<file path="src/rtl/pipeline_pkg.sv">
// Shared pipeline definitions: widths, memory-stage state encoding,
// byte-enable constants and small access-check helpers.
package pipeline_pkg;

   localparam int DATA_W  = 32;
   localparam int REG_A_W = 5;

   typedef logic [0:0] state_t;

   localparam state_t IDLE = 1'b0;
   localparam state_t BUSY = 1'b1;

   localparam logic [3:0] BE_WORD  = 4'hF;
   localparam logic [3:0] BE_BYTE0 = 4'h1;

   // A word access must sit on a 4-byte boundary; byte accesses never fault.
   function automatic logic is_misaligned(input logic [1:0] lane, input logic is_byte);
      return (!is_byte) && (lane != 2'b00);
   endfunction

endpackage

</file>
<file path="src/rtl/mem_lane.sv">
// Byte-lane steering for a 32-bit data port: store enables and data
// replication, and load-byte extraction. Purely combinational so it can be
// shared with a data cache.
module mem_lane
   import pipeline_pkg::*;
(
   input  logic [1:0]        lane,
   input  logic              is_byte,
   input  logic [DATA_W-1:0] st_data,
   input  logic [DATA_W-1:0] rdata,
   output logic [3:0]        be,
   output logic [DATA_W-1:0] wdata,
   output logic [DATA_W-1:0] ld_data
);

   logic [7:0] ld_byte_s;

   // Pick the addressed byte out of the read word.
   always_comb begin
      ld_byte_s = rdata[7:0];
      case (lane)
         2'd0:    ld_byte_s = rdata[7:0];
         2'd1:    ld_byte_s = rdata[15:8];
         2'd2:    ld_byte_s = rdata[23:16];
         2'd3:    ld_byte_s = rdata[31:24];
         default: ld_byte_s = rdata[7:0];
      endcase
   end

   // Byte accesses replicate the store byte on every lane and enable one lane;
   // word accesses pass straight through.
   always_comb begin
      be      = BE_WORD;
      wdata   = st_data;
      ld_data = rdata;
      if (is_byte) begin
         be      = BE_BYTE0 << lane;
         wdata   = {4{st_data[7:0]}};
         ld_data = {{(DATA_W-8){1'b0}}, ld_byte_s};
      end else begin
         be      = BE_WORD;
         wdata   = st_data;
         ld_data = rdata;
      end
   end

endmodule

</file>
<file path="src/rtl/mem_stage.sv">
// Memory stage: ALU results pass through in one cycle, loads/stores run a
// req/ack data-memory transaction while the upstream pipeline is held.
module mem_stage #(
   parameter int DATA_W  = 32,
   parameter int REG_A_W = 5,
   parameter int TIMEOUT = 255
) (
   input  logic               clk,
   input  logic               reset,
   input  logic               a_valid,
   input  logic [DATA_W-1:0]  a_pc,
   input  logic [DATA_W-1:0]  a_res,
   input  logic [REG_A_W-1:0] a_r_d_a,
   input  logic               a_w,
   input  logic               a_is_load,
   input  logic               a_is_store,
   input  logic               a_is_byte,
   input  logic [DATA_W-1:0]  a_st_data,
   output logic               m_stall,
   output logic               m_valid,
   output logic [DATA_W-1:0]  m_pc,
   output logic [DATA_W-1:0]  m_res,
   output logic [REG_A_W-1:0] m_r_d_a,
   output logic               m_w,
   output logic               m_exc,
   output logic               dmem_req,
   output logic               dmem_we,
   output logic [DATA_W-1:0]  dmem_addr,
   output logic [DATA_W-1:0]  dmem_wdata,
   output logic [3:0]         dmem_be,
   input  logic [DATA_W-1:0]  dmem_rdata,
   input  logic               dmem_ack
);
   import pipeline_pkg::*;

   localparam int CNT_W = $clog2(TIMEOUT + 1);

   state_t             state_r;
   logic [CNT_W-1:0]   cnt_r;
   logic [CNT_W-1:0]   cnt_next_s;

   logic               m_valid_r;
   logic [DATA_W-1:0]  m_pc_r;
   logic [DATA_W-1:0]  m_res_r;
   logic [REG_A_W-1:0] m_r_d_a_r;
   logic               m_w_r;
   logic               m_exc_r;
   logic               dmem_req_r;
   logic               dmem_we_r;
   logic [DATA_W-1:0]  dmem_addr_r;
   logic [DATA_W-1:0]  dmem_wdata_r;
   logic [3:0]         dmem_be_r;

   // Bundle captured at accept and replayed to write_back on completion.
   logic [DATA_W-1:0]  lat_pc_r;
   logic [DATA_W-1:0]  lat_addr_r;
   logic [REG_A_W-1:0] lat_r_d_a_r;
   logic               lat_w_r;
   logic               lat_store_r;
   logic               lat_byte_r;

   logic               mem_op_s;
   logic               misalign_s;
   logic [1:0]         lane_s;
   logic               byte_s;
   logic [3:0]         be_s;
   logic [DATA_W-1:0]  wdata_s;
   logic [DATA_W-1:0]  ld_data_s;
   logic [DATA_W-1:0]  done_res_s;

   assign mem_op_s   = a_is_load | a_is_store;
   assign misalign_s = is_misaligned(a_res[1:0], a_is_byte);
   assign cnt_next_s = cnt_r + CNT_W'(1);
   assign done_res_s = lat_store_r ? lat_addr_r : ld_data_s;

   // Lane steering follows the incoming op in IDLE and the latched op in BUSY.
   always_comb begin
      lane_s = a_res[1:0];
      byte_s = a_is_byte;
      if (state_r == BUSY) begin
         lane_s = lat_addr_r[1:0];
         byte_s = lat_byte_r;
      end else begin
         lane_s = a_res[1:0];
         byte_s = a_is_byte;
      end
   end

   mem_lane u_lane (
      .lane    (lane_s),
      .is_byte (byte_s),
      .st_data (a_st_data),
      .rdata   (dmem_rdata),
      .be      (be_s),
      .wdata   (wdata_s),
      .ld_data (ld_data_s)
   );

   // Stage sequencing: pass-through, fault, or memory transaction with timeout.
   always_ff @(posedge clk or posedge reset) begin
      if (reset) begin
         state_r      <= IDLE;
         cnt_r        <= '0;
         m_valid_r    <= 1'b0;
         m_pc_r       <= '0;
         m_res_r      <= '0;
         m_r_d_a_r    <= '0;
         m_w_r        <= 1'b0;
         m_exc_r      <= 1'b0;
         dmem_req_r   <= 1'b0;
         dmem_we_r    <= 1'b0;
         dmem_addr_r  <= '0;
         dmem_wdata_r <= '0;
         dmem_be_r    <= 4'h0;
         lat_pc_r     <= '0;
         lat_addr_r   <= '0;
         lat_r_d_a_r  <= '0;
         lat_w_r      <= 1'b0;
         lat_store_r  <= 1'b0;
         lat_byte_r   <= 1'b0;
      end else begin
         case (state_r)
            IDLE: begin
               if (a_valid) begin
                  if (!mem_op_s) begin
                     m_valid_r <= 1'b1;
                     m_pc_r    <= a_pc;
                     m_res_r   <= a_res;
                     m_r_d_a_r <= a_r_d_a;
                     m_w_r     <= a_w;
                     m_exc_r   <= 1'b0;
                  end else if (misalign_s) begin
                     // Faulting access: reported at once, never reaches memory.
                     m_valid_r <= 1'b1;
                     m_pc_r    <= a_pc;
                     m_res_r   <= a_res;
                     m_r_d_a_r <= a_r_d_a;
                     m_w_r     <= 1'b0;
                     m_exc_r   <= 1'b1;
                  end else begin
                     state_r      <= BUSY;
                     cnt_r        <= '0;
                     m_valid_r    <= 1'b0;
                     dmem_req_r   <= 1'b1;
                     dmem_we_r    <= a_is_store;
                     dmem_addr_r  <= {a_res[DATA_W-1:2], 2'b00};
                     dmem_wdata_r <= wdata_s;
                     dmem_be_r    <= be_s;
                     lat_pc_r     <= a_pc;
                     lat_addr_r   <= a_res;
                     lat_r_d_a_r  <= a_r_d_a;
                     lat_w_r      <= a_w;
                     lat_store_r  <= a_is_store;
                     lat_byte_r   <= a_is_byte;
                  end
               end else begin
                  m_valid_r <= 1'b0;
               end
            end
            BUSY: begin
               if (dmem_ack) begin
                  // Ack beats a simultaneous timeout.
                  state_r    <= IDLE;
                  cnt_r      <= '0;
                  dmem_req_r <= 1'b0;
                  m_valid_r  <= 1'b1;
                  m_pc_r     <= lat_pc_r;
                  m_res_r    <= done_res_s;
                  m_r_d_a_r  <= lat_r_d_a_r;
                  m_w_r      <= lat_w_r;
                  m_exc_r    <= 1'b0;
               end else if (cnt_next_s == CNT_W'(TIMEOUT)) begin
                  state_r    <= IDLE;
                  cnt_r      <= '0;
                  dmem_req_r <= 1'b0;
                  m_valid_r  <= 1'b1;
                  m_pc_r     <= lat_pc_r;
                  m_res_r    <= lat_addr_r;
                  m_r_d_a_r  <= lat_r_d_a_r;
                  m_w_r      <= 1'b0;
                  m_exc_r    <= 1'b1;
               end else begin
                  cnt_r <= cnt_next_s;
               end
            end
            default: begin
               state_r    <= IDLE;
               cnt_r      <= '0;
               dmem_req_r <= 1'b0;
               m_valid_r  <= 1'b0;
            end
         endcase
      end
   end

   assign m_stall    = (state_r == BUSY);
   assign m_valid    = m_valid_r;
   assign m_pc       = m_pc_r;
   assign m_res      = m_res_r;
   assign m_r_d_a    = m_r_d_a_r;
   assign m_w        = m_w_r;
   assign m_exc      = m_exc_r;
   assign dmem_req   = dmem_req_r;
   assign dmem_we    = dmem_we_r;
   assign dmem_addr  = dmem_addr_r;
   assign dmem_wdata = dmem_wdata_r;
   assign dmem_be    = dmem_be_r;

endmodule

</file>
<file path="config.mk">
export PLATFORM = sky130hd
export DESIGN_NAME = mem_stage
export DESIGN_NICKNAME = d
export VERILOG_FILES = /design/src/rtl/pipeline_pkg.sv /design/src/rtl/mem_lane.sv /design/src/rtl/mem_stage.sv
export SDC_FILE = /design/constraint.sdc
export NUM_CORES = 1
export LEC_CHECK = 0
export CAP_MARGIN = 30
export CORE_MARGIN = 1.5
export CORE_UTILIZATION = 52
export CTS_CLUSTER_SIZE = 28
export DETAILED_ROUTE_END_ITERATION = 8
export PLACE_DENSITY = 0.95
export REMOVE_ABC_BUFFERS = 1
export SLEW_MARGIN = 5
export SYNTH_ARGS = -nofsm -noshare
export SYNTH_HDL_FRONTEND = slang
export SYNTH_HIERARCHICAL = 1
export SYNTH_SLANG_ARGS = --single-unit
</file>
<file path="constraint.sdc">
create_clock -name clk -period 12.9 [get_ports clk]
set_input_delay 2.58 -clock clk [delete_from_list [all_inputs] [get_ports clk]]
set_output_delay 2.58 -clock clk [all_outputs]
set_load 0.02 [all_outputs]
</file>
## Yosys cells after proc, flatten, opt, wreduce, memory -nomap -nowiden

Index checks and enable logic that the tools add are counted.

| storage, ports and cells | value |
|---|---|
| bits in registers | 220 |

| cells by class | value |
|---|---|
| $add $sub $neg | 1 |
| equal/unequal tests | 9 |
| shift-type cells | 1 |
| mux-type cells | 59 |
| bitwise gates (word level) | 3 |
| reduce and logical (&&, ||, !) cells | 8 |

Operators by type and width:

| cell | number |
|---|---|
| $mux W32 | 13 |
| $pmux W32 S2 | 2 |
| $mux W8 | 5 |
| $pmux W8 S4 | 1 |
| $mux W5 | 5 |
| $mux W1 | 24 |
| $pmux W8 S2 | 1 |
| $pmux W1 S2 | 5 |
| $pmux W5 S2 | 1 |
| $add A8 B1 Y8 const B | 1 |
| $eq A8 B8 Y1 const B | 1 |
| $reduce_and A4 Y1 | 2 |
| $ne A2 B2 Y1 const B | 3 |
| $reduce_and A3 Y1 | 2 |
| $eq A2 B2 Y1 const B | 2 |
| $mux W4 | 1 |
| $shl A1 B2 Y4 const A | 1 |
| $ne A3 B2 Y1 const B | 1 |
| $ne A3 B3 Y1 const B | 1 |
| $eq A2 B1 Y1 const B | 1 |
| $logic_not A2 Y1 | 1 |
| $mux W2 | 1 |
| $not A1 Y1 | 2 |
| $reduce_bool A2 Y1 | 1 |
| other kinds (3) | 3 |

## Longest topological paths before layout

Gate-level depths: netlist (run 1).

| logic depth | value |
|---|---|
| depth in word-level cells | 7 |
| mapped depth | 12 |
| depth with buffers taken out | 7 |

## Modules after synthesis

The synthesis (run 1) kept the hierarchy.

Modules (own cells, without submodules):

| module | times used | cells an instance | area each (sq um) |
|---|---|---|---|
| mem_stage | 1 | 657 | 8808.4 |
| mem_lane | 1 | 139 | 810.8 |

## Worst setup path before layout (run 1)

Ideal clock, no wire load.

| path | value |
|---|---|
| kind | input -> register |
| start | in a_is_store |
| end | reg m_pc_r[15] (netlist: m_pc[15]) |
| setup time | 0.125 ns |
| arrival | 4.139 ns |
| setup slack | 8.636 ns |
| cell stages on the path | 6 |
| cells stage by stage | or2_0 -> a21boi_0 -> o21ai_1 -> o31ai_4 -> buf_6 -> mux2_4 |

| between the ends | value |
|---|---|
| longest elaborated chain between the ends | 4 |
| elaborated cells between the ends (all ways) | 6 |
| classes of those cells | eq/ne: 1; mux: 3; bitwise: 1; reduce/logical: 1 |

RTL lines:

| what | RTL line | text |
|---|---|---|
| start, declared | mem_stage.sv:16 | `input logic a_is_store,` |
| $or A1 B1 Y1 * | mem_stage.sv:71 | `assign mem_op_s = a_is_load \| a_is_store;` |
| $mux W32 | mem_stage.sv:125 | `if (!mem_op_s) begin` |
| $mux W32 | mem_stage.sv:124 | `if (a_valid) begin` |
| $pmux W32 S2 | mem_stage.sv:122 | `case (state_r)` |
| end signal, assigned | mem_stage.sv:127 | `m_pc_r <= a_pc;` |
| end signal, assigned | mem_stage.sv:135 | `m_pc_r <= a_pc;` |
| end signal, assigned | mem_stage.sv:167 | `m_pc_r <= lat_pc_r;` |
| end, declared | mem_stage.sv:43 | `logic [DATA_W-1:0] m_pc_r;` |

Mark *: on every way between the ends. The rest lies on a longest branch, timed or not. The select of a mux whose other input is x is not followed.
A chain may end at the register's enable or synchronous reset.

## Worst setup path after layout (run 1)

| path | value |
|---|---|
| start | in a_is_store |
| end | reg dmem_wdata_r[18] (netlist: dmem_wdata[18]) |

| between the ends | value |
|---|---|
| longest elaborated chain between the ends | 2 |

RTL lines:

| what | RTL line | text |
|---|---|---|
| $or A1 B1 Y1 | mem_stage.sv:71 |  |
| $reduce_and A4 Y1 (no line) | n/a |  |
| end signal, assigned | mem_stage.sv:147 | `dmem_wdata_r <= wdata_s;` |
| end, declared | mem_stage.sv:51 | `logic [DATA_W-1:0] dmem_wdata_r;` |

Every way passes these cells.

==> impl_metrics.csv, run 1 <==
group,metric,value,unit
synthesis,synth_seq_area_share,49.4,%
clock_tree,clk_path_buf_depth,2,
sta,period_share,39.0,%
synthesis,yosys.area.top_type_share,49.4,%
synthesis,synthTopCellsByCount,"200 x mux2_2, 190 x dfrtp_1, 41 x mux2i_1, 40 x buf_4",
sta,min_period,5.04,ns
status,status,"complete, no violations",
sta,hold_slack,0.488,ns
global_routing,grt_pass1_wl,39700,um
clock_tree,cts_inserted_buffers,17,
layout,drive_above_1_share,25.4,%
layout,instances_no_fill,1259,
floorplan,die-width,139,um
routing,via_per_inst,5.49,
power,seq_power_share,37.7,%
critical_path,worstSetupEndpointType,"flip-flop",
layout,diodes,0,
global_routing,grt_util_all_layers,25.7,%
synthesis,synth_top_area_cell,"dfrtp_1",
sta,rsz0062_at_grt,"no",
sta,setup_violations,0,
placed_design,dp.cells,1226,
clock_tree,clk_latency,0.44,ns
placed_design,place.gp.congestion,0.840,
clock_tree,root_buffer,"clkbuf_16",
clock_tree,cts_tree,"yes",
synthesis,synthFlopType,"dfrtp_1",
clock_tree,cts_resized,0,
critical_path,crit_type,"in2reg",
critical_path,crit_arrival,5.36,ns
floorplan,initial_core_util,53.4,%
synthesis,avgSynthCellArea,12.1,um2
clock_tree,numClockSinks,190,
sta,fin_worst_skew,0.0137,ns
sta,setup_tns,0,ns
clock_tree,clkTransAtPathRegs,0.08,ns
worst_hold_path,hold_path_depth,2,
routing,ant_nets,0,
power,power_density,184,mW/mm2
critical_path,r2r_cells,7,
routing,dr_total_vias,6913,
synthesis,synth_edf_count,0,
floorplan,io_pins,284,
synthesis,synth_cells,796,
synthesis,synth_seq_cells,190,
layout,synthToLayoutAreaGrowth,33.7,%
global_routing,grt-ovfl-total,0,
job,drv_cap,0,
worst_hold_path,min_path_type,"reg2reg",
power,combPwrFrac,40.1,%
global_routing,antenna_found_initial,0,
synthesis,netlist_top_cells_area,"dfrtp_1 49%, mux2_2 23%, mux2i_1 4.3%, buf_4 3.1%, nor2b_1 2.1%",
power,p_int,0.00154,W
clock_tree,cts_hold_buf,0,
routing,drtIter0Drc,486,
power,peakVddDrop,0.000113,V
placed_design,dpl.hpwl,16700,um
routing,drcViolationCount,0,
routing,wire_per_inst,19.4,um
clock_tree,h-tree-depth,4,
sta,tightestPinTransition,0.869,ns
routing,dr.pass1.iters,6,
layout,final_util,71.3,%
critical_path,worstPathRequired,13.22,ns
floorplan,rows,49,
global_routing,grt_max_degree,122,
power,leakagePower,5.41,nW
routing,routed_wl,24400,um
sta,slew_violations,0,
synthesis,synthesis.area,0.00962,mm2
power,p_sw_share,34.8,%
layout,nNetsFinal,1160,
floorplan,die_area,0.0193,mm2
sta,fmax,0.199,GHz
floorplan,core,0.0180,mm2
synthesis,yosys.cell_count.top_type,"mux2_2",
synthesis,yosysWarnings,6,
critical_path,start_kind,"primary input",
clock_tree,post_cts_buffers,0,
synthesis,ys_types,45,
power,clockPowerShare,22.3,%
critical_path,cp_max_fo,63,
floorplan,die_h,139,um
global_routing,first_global_vias,7489,
sta,hold_violations,0,
power,netSwitchingPower,0.000822,W
synthesis,postSynth.asyncResetShare,100,%
sta,slew_headroom,42.0,%
placed_design,portBuffers,281,
## final timing paths
kind	from	endpoint	slack (ns)
max	a_is_store	dmem_wdata[18]	7.86
min	cnt_r[7]	cnt_r[7]	0.49
max reg2reg	m_stall	m_res[5]	9.83
min reg2reg	cnt_r[7]	cnt_r[7]	0.49
max in group asynchronous	reset	m_res[6]	9.15
min in group asynchronous	reset	m_pc[10]	2.72
## through the flow
step / instance area, um2 / power [W] / setup slack (ns)
3_5_place_dp: 12200 / 0.00185 / 7.44
6_report: 12900 / 0.00236 / 7.86
3_3_place_gp: 12200 / 0.00181 / 7.43
2_1_floorplan: 9040 / 0.00140 / 5.15
4_1_cts: 12800 / 0.00238 / 7.90
5_1_grt: 12900 / 0.00247 / 7.76
## final cells by class
| class | instances | area, um2 |
|---|---|---|
| fillers | 1223 | 5170 |
| flip-flops and latches | 190 | 4760 |
| multi-input cells | 482 | 4160 |
| repair buffers | 289 | 2910 |
| clock buffers | 17 | 425 |
| well taps | 229 | 287 |
| clock inverters | 15 | 176 |
| inverters | 37 | 146 |
## power groups by stage
stage               combinational (W)  clock [W]  sequential (W)
floorplan                    0.000328          0         0.00107
global placement             0.000923          0        0.000888
detailed placement           0.000948          0        0.000899
CTS                          0.000953   0.000535        0.000890
global route                  0.00100   0.000557        0.000914
finish                       0.000948   0.000526        0.000891
## cell usage in the layout (no fill, tap or decap), types with 2 or more instances in the layout
cell | netlist | routed
clkinvlp_4 | 0 | 2
a222oi_1 | 8 | 8
buf_4 | 40 | 6
clkdlybuf4s50_1 | 0 | 281
inv_1 | 37 | 36
o21ai_1 | 3 | 3
nand2_1 | 23 | 23
o21bai_1 | 2 | 2
and2b_1 | 4 | 4
a21oi_1 | 34 | 34
clkinv_8 | 0 | 5
clkinv_4 | 0 | 3
inv_8 | 0 | 5
nor3_1 | 2 | 2
nor2b_1 | 33 | 32
o21ai_0 | 37 | 37
nand2b_1 | 3 | 2
and3_1 | 4 | 4
nor2_1 | 37 | 37
o211ai_1 | 4 | 4
mux2_1 | 8 | 8
mux2i_1 | 41 | 41
nand3b_1 | 2 | 2
ha_1 | 2 | 2
dfrtp_1 | 190 | 189
mux2_2 | 200 | 200
conb_1 | 1 | 2
nand3_1 | 7 | 7
clkbuf_16 | 0 | 17
mux2_4 | 10 | 10
## flip-flops by register name (all words and copies together) (netlist names)
register     cells
cnt_r            8
m_stall          1
lat_store_r      1
dmem_be          4
lat_addr_r      31
dmem_req         1
m_r_d_a          5
lat_byte_r       1
dmem_addr        1
m_pc            32
m_valid          1
lat_w_r          1
lat_pc_r        32
lat_r_d_a_r      5
m_w              1
m_exc            1
m_res           32
dmem_wdata      32
## per-layer routing
layer | routed length [um] | part of all wire (%) | up-vias | global-route usage (%)
met4 | 740 | 3.0 | 0 | 10.2
met2 | 12300 | 50 | 263 | 44.0
met5 | 0 | 0 | - | 0
li1 | - | - | 3173 | -
met3 | 1640 | 6.7 | 54 | 6.63
met1 | 9780 | 40 | 3423 | 31.2
## cell families (layout without fill, tap and decap cells)
group,count (synthesis),in the layout,synth area share [%]
other,1,2,0.0390
flip-flops,190,190,49.4
multiplexers,259,259,30.2
AND/OR/NAND/NOR,122,122,6.43
AO/OA/AOI/OAI,97,97,6.13
adder cells (fa/ha/maj),2,2,0.260
buffers and inverters,125,358,7.54
## worst max-delay path, cell delays in order
cell and delay, ns:
clkdlybuf4s50_1 0.43, or2_0 0.24, and3_1 0.25, nand2b_4 0.53, buf_4 0.78, mux2_2 0.42
(Power assumes the default switching activity.)
==> inputs of run 2 (changes only) <==
--- a/config.mk
+++ b/config.mk
@@ -7,10 +7,10 @@
 export LEC_CHECK = 0
 export CAP_MARGIN = 30
 export CORE_MARGIN = 1.5
-export CORE_UTILIZATION = 52
+export CORE_UTILIZATION = 48
 export CTS_CLUSTER_SIZE = 28
 export DETAILED_ROUTE_END_ITERATION = 8
-export PLACE_DENSITY = 0.95
+export PLACE_DENSITY = 0.91
 export REMOVE_ABC_BUFFERS = 1
 export SLEW_MARGIN = 5
 export SYNTH_ARGS = -nofsm -noshare
==> constraint.sdc (replaced) <==
create_clock -name clk -period 4.9 [get_ports clk]
set_input_delay 0.98 -clock clk [delete_from_list [all_inputs] [get_ports clk]]
set_output_delay 0.98 -clock clk [all_outputs]
set_load 0.02 [all_outputs]
==> run 2 against run 1 <==
  * Combinational power rose to 2.6 times the previous value
  * Clock power rose to 2.5 times the previous value
  * Count of clock-buffer cells in the layout up 3
  * Clock skew fell by 0.0043 ns
  * Sequential cell count unchanged
  * Global-route usage down 2.1 points
  * Worst setup slack got worse by 6.2 ns
  * Sequential share of layout area is 0.10 points lower
  * Critical endpoint is now m_res[5]
==> impl_metrics.csv, run 2 (same netlist as run 1, synthesis figures left out) <==
group,metric,value,unit
worst_hold_path,hold_path_depth,2,
sta,timing.final.ws_setup,1.71,ns
sta,setup_violations,0,
clock_tree,cts_resized,0,
global_routing,grt_pass1_wl,37700,um
sta,slew_violations,0,
worst_hold_path,min_to,"cnt_r[7]",
power,p_int,0.00407,W
clock_tree,root_buffer,"clkbuf_16",
floorplan,die_area,0.0209,mm2
clock_tree,h-tree-depth,4,
clock_tree,cts_hold_buf,0,
placed_design,dp.cells,1263,
power,power_density,479,mW/mm2
critical_path,crit_path_start,"a_is_byte",
layout,synthToLayoutAreaGrowth,34.0,%
layout,drive_above_1_share,25.4,%
critical_path,crit_type,"in2reg",
routing,routed_wl,24600,um
clock_tree,clk_latency,0.43,ns
global_routing,grt_use_met2,42.9,%
global_routing,first_global_vias,7304,
floorplan,core,0.0196,mm2
placed_design,place.gp.congestion,0.792,
floorplan,io_pins,284,
layout,fill_cells,1517,
sta,min_period,3.19,ns
routing,drtIter0Drc,314,
power,p_sw_share,34.1,%
critical_path,r2r_cells,7,
power,leakagePower,5.42,nW
critical_path,crit_arrival,3.56,ns
critical_path,crit_path_top_delay_cell,"clkdlybuf4s50_1",
sta,tightestPinTransition,0.802,ns
clock_tree,clk_path_buf_depth,2,
global_routing,antenna_found_initial,1,
critical_path,worstPathRequired,5.27,ns
power,peakVddDrop,0.000286,V
global_routing,met1_usage,25.9,%
routing,via_per_inst,5.28,
critical_path,timing.rr.end,"m_res[5]",
global_routing,grt_max_degree,125,
routing,dr_total_vias,6839,
clock_tree,numClockSinks,190,
clock_tree,cts_tree,"yes",
layout,instances_no_fill,1296,
global_routing,grt-ovfl-total,0,
worst_hold_path,hold_path_startpoint,"cnt_r[7]",
critical_path,cpPeakStageDelay,0.49,ns
floorplan,initial_core_util,49.1,%
power,combPwrFrac,40.2,%
floorplan,die_h,145,um
worst_hold_path,min_path_type,"reg2reg",
placed_design,portBuffers,281,
routing,ant_nets,0,
global_routing,grt_util_all_layers,23.6,%
job,drv_cap,0,
layout,nNetsFinal,1161,
sta,hold_violations,0,
global_routing,met3_usage,7.88,%
layout,final_common_cell,"clkdlybuf4s50_1",
sta,period_share,65.1,%
layout,diodes,0,
sta,slew_headroom,46.5,%
critical_path,cp_cell_sequence,"clkdlybuf4s50_1, mux2_2, buf_4, o21ai_2, a222oi_1, mux2i_1, a21oi_1, mux2_2",
routing,wire_per_inst,19.0,um
placed_design,pre_cts_ws,1.28,ns
sta,fmax,0.313,GHz
critical_path,worstSetupEndpointType,"flip-flop",
routing,drcViolationCount,0,
power,netSwitchingPower,0.00211,W
critical_path,worstReg2RegStart,"m_stall",
placed_design,dpl.hpwl,17300,um
global_routing,busiest_layer,"met2",
status,status,"complete, no violations",
routing,dr.pass1.iters,5,
critical_path,rrSetupSlack,1.72,ns
floorplan,rows,51,
critical_path,cp_common_cell,"mux2_2",
power,clockPowerShare,21.7,%
sta,fin_worst_skew,0.00934,ns
power,fin_total_pwr,0.00617,W
power,seq_power_share,38.1,%
critical_path,start_kind,"primary input",
floorplan,die-width,145,um
layout,mostFrequentLayoutCells,"281 x clkdlybuf4s50_1, 200 x mux2_2, 189 x dfrtp_1",
critical_path,cp_max_fo,43,
sta,rsz0062_at_grt,"no",
clock_tree,clkTransAtPathRegs,0.07,ns
layout,final_util,65.8,%
clock_tree,post_cts_buffers,0,
clock_tree,cts_inserted_buffers,17,
[run 2: metrics by stage]
| step | cell area [um2] | hold WS, ns | TNS, ns |
|---|---|---|---|
| after detailed placement | 12300 | 0.474 | 0 |
| after floorplan | 9040 | 0.447 | -343.51 |
| final | 12900 | 0.487 | 0 |
| after CTS | 12900 | 0.489 | 0 |
| after global placement | 12300 | 0.464 | 0 |
| after global routing | 12900 | 0.516 | 0 |
[run 2: how the worst max path moves through the flow]
stage | to | slack (ns) | cells past startpoint
finish | m_res[5] | 1.71 | 8
global route | m_res[5] | 1.46 | 7
CTS | m_res[5] | 1.71 | 7
detailed placement | m_res[3] | 1.28 | 8
global placement | m_res[0] | 1.44 | 8
floorplan | cnt_r[0] | -1.25 | 1
[run 2: area by class of cell]
type,count,area [um2],area share [%]
clock buffers,20,457,3.54
clock inverters,12,104,0.806
inverters,37,146,1.14
multi-input cells,482,4160,32.2
flip-flops and latches,190,4760,36.9
well taps,265,332,2.57
repair buffers,290,2940,22.8
[run 2: layer usage]
layer / vias to the layer above / part of all wire, %
met5: - / 0
met2: 237 / 51
met4: 0 / 1.8
li1: 3187 / -
met1: 3384 / 38
met3: 31 / 9.0
[run 2: worst max-delay path, delay by kind of cell]
kind,cells,cell delay (ns)
compound gates,3,0.86
buf+inv,2,0.94
mux,3,0.74
[run 2: power groups by stage]
stage | clock network (W) | logic, W | registers, W
detailed placement | 0 | 0.00250 | 0.00237
CTS | 0.00137 | 0.00251 | 0.00235
global placement | 0 | 0.00244 | 0.00234
global route | 0.00143 | 0.00264 | 0.00241
finish | 0.00134 | 0.00248 | 0.00235
floorplan | 0 | 0.000863 | 0.00281
==> patch, RTL diff (settings of run 2) <==
`REG_A_W` is set to 5 in 2 places; all go to 10.
--- a/src/rtl/pipeline_pkg.sv
+++ b/src/rtl/pipeline_pkg.sv
@@ -3,7 +3,7 @@
 package pipeline_pkg;
 
    localparam int DATA_W  = 32;
-   localparam int REG_A_W = 5;
+   localparam int REG_A_W = 10;
 
    typedef logic [0:0] state_t;
 
--- a/src/rtl/mem_stage.sv
+++ b/src/rtl/mem_stage.sv
@@ -2,7 +2,7 @@
 // req/ack data-memory transaction while the upstream pipeline is held.
 module mem_stage #(
    parameter int DATA_W  = 32,
-   parameter int REG_A_W = 5,
+   parameter int REG_A_W = 10,
    parameter int TIMEOUT = 255
 ) (
    input  logic               clk,
Ports: changed (resized a_r_d_a and m_r_d_a); port bits go from 284 to 294. No check against the original RTL was run, so the function may have changed too.
==> patch against run 2 <==
- design area up 5.1%
- power rose by 5.2%
- routed wire length increased by 9.1%
- sequential power increased by 5%
- setup slack worse by 0.10 ns
- sequential cell count increased by 10
- synthesized area up 5.9%
- first-iteration DRC count increased by 35%
- critical path type unchanged
==> patch: results (changes against run 2) <==
asr flop ratio synth=100.0% (unchanged); Synth cell types=46 (was 45); crit path max-delay cell type=buf_4 (was clkdlybuf4s50_1); layout cells sized above 1=19.64% (was 25.41%); adder-cell share of the synthesized area=0.2457% (was 0.2601%); r2r worst-path depth=4 (was 7); critical path peak fanout=49 (was 43); vias in the first global route=7,862 (was 7,304); global-route wire length before repair=42.45 mm (was 37.74 mm); Slew Limit Headroom=39.60% (was 46.53%); top post-synthesis cells by area=dfrtp_1, mux2_2, mux2i_1 (unchanged); placed instance area=0.01287 sq mm (was 0.01230 sq mm); Inst Count DP=1,347 (was 1,263); nets=1,240 (was 1,161); Vias per Instance=5.425 (was 5.277); root buffer cell=clkbuf_16 (unchanged); Seq/Total Area, Yosys=49.13% (was 49.43%); Post-Syn Instances=869 (was 796); VDD IR max=0.2518 mV (was 0.2860 mV); sw frac=34.88% (was 34.10%); gpl congestion=0.8390 (was 0.7921); list of most frequent post-synthesis cells=dfrtp_1, mux2_2, mux2i_1 (was mux2_2, dfrtp_1, mux2i_1); Synth Area in Compound Gates=9.937% (was 6.126%); Detailed Route WL=26.89 mm (was 24.65 mm); drt pass-1 iters=5 (unchanged); post-synthesis mux area share=24.53% (was 30.18%); Lkg Pwr=5.650 nW (was 5.417 nW); reg2reg setup slack=1.78 ns (was 1.72 ns); diode count=0 (unchanged); # port buffers=291 (was 281); initial antenna violation count=0 (was 1); slowest stage delay, CP=0.64 ns (was 0.49 ns); detailed-placement wirelength estimate=18.62 mm (was 17.33 mm); Hold Path Depth=1 (was 2); dpl ws=1.178 ns (was 1.284 ns); Iter 0 DRT Violations=424 (was 314); skew final=0.01629 ns (was 0.009340 ns); Reg2Reg Capture Point=lat_pc_r[17] (was m_res[5]); pin count of the biggest net entering global routing=127 (was 125); post-DR wirelength/cell=19.49 microns (was 19.02 microns); Crit path arrival time=3.61 ns (was 3.56 ns); Hold Path Class=reg2reg (unchanged); post-CTS sizing=0 (unchanged); hold endpoint=m_res[29] (was cnt_r[7]); Hold WS=0.4878 ns (was 0.4870 ns); status=completed (unchanged); hold path startpoint=m_res[29] (was cnt_r[7]); total track usage=24.57% (was 23.60%)
[patch: changes by cell type in the layout (fill, tap and decap cells not counted), sizes merged, moves of 4 or more]
cell | before | now
mux2 | 218 | 149
dfrtp | 190 | 200
mux2i | 41 | 82
a22oi | 0 | 42
nor2b | 33 | 29
o21ai | 41 | 34
clkdlybuf4s50 | 281 | 291
nor2 | 37 | 80
[patch: kinds of logic after synthesis]
family,after synthesis
mux,231
compound gates,134
flops,200
simple gates,160
fa+ha+maj,2
other cells,1
buf+inv,141
[patch: layer usage]
| layer | up-vias | wire length [microns] | global-route usage (%) |
|---|---|---|---|
| met5 | - | 0 | 0 |
| met3 | 43 | 1941 | 6.074 |
| li1 | 3428 | - | - |
| met4 | 0 | 584 | 7.574 |
| met2 | 266 | 13660 | 42.98 |
| met1 | 3749 | 10710 | 29.84 |
[patch: power by group through the flow]
stage	Sequential [mW]	Clock [mW]	Combinational [mW]
final	2.46	1.51	2.53
after global routing	2.52	1.60	2.68
after CTS	2.46	1.54	2.55
after detailed placement	2.48	0	2.53
after global placement	2.45	0	2.46
after floorplan	2.91	0	0.891
[patch: area by class of cell]
class / count / area (sq um)
well taps: 275 / 344.1
fillers: 1611 / 7345
flip-flops and latches: 200 / 5009
repair buffers: 303 / 3035
inverters: 41 / 161.4
clock inverters: 14 / 205.2
multi-input cells: 529 / 4350
clock buffers: 18 / 439.2
[patch: how the worst max path moves through the flow]
stage	to	slack (ns)	start
after floorplan	dmem_addr[31]	-1.64	m_stall
after global placement	lat_r_d_a_r[7]	1.25	a_res[0]
after detailed placement	lat_pc_r[17]	1.18	a_res[0]
after CTS	lat_pc_r[17]	1.64	a_res[0]
after global routing	lat_pc_r[17]	1.47	a_res[0]
final	lat_pc_r[17]	1.61	a_res[0]
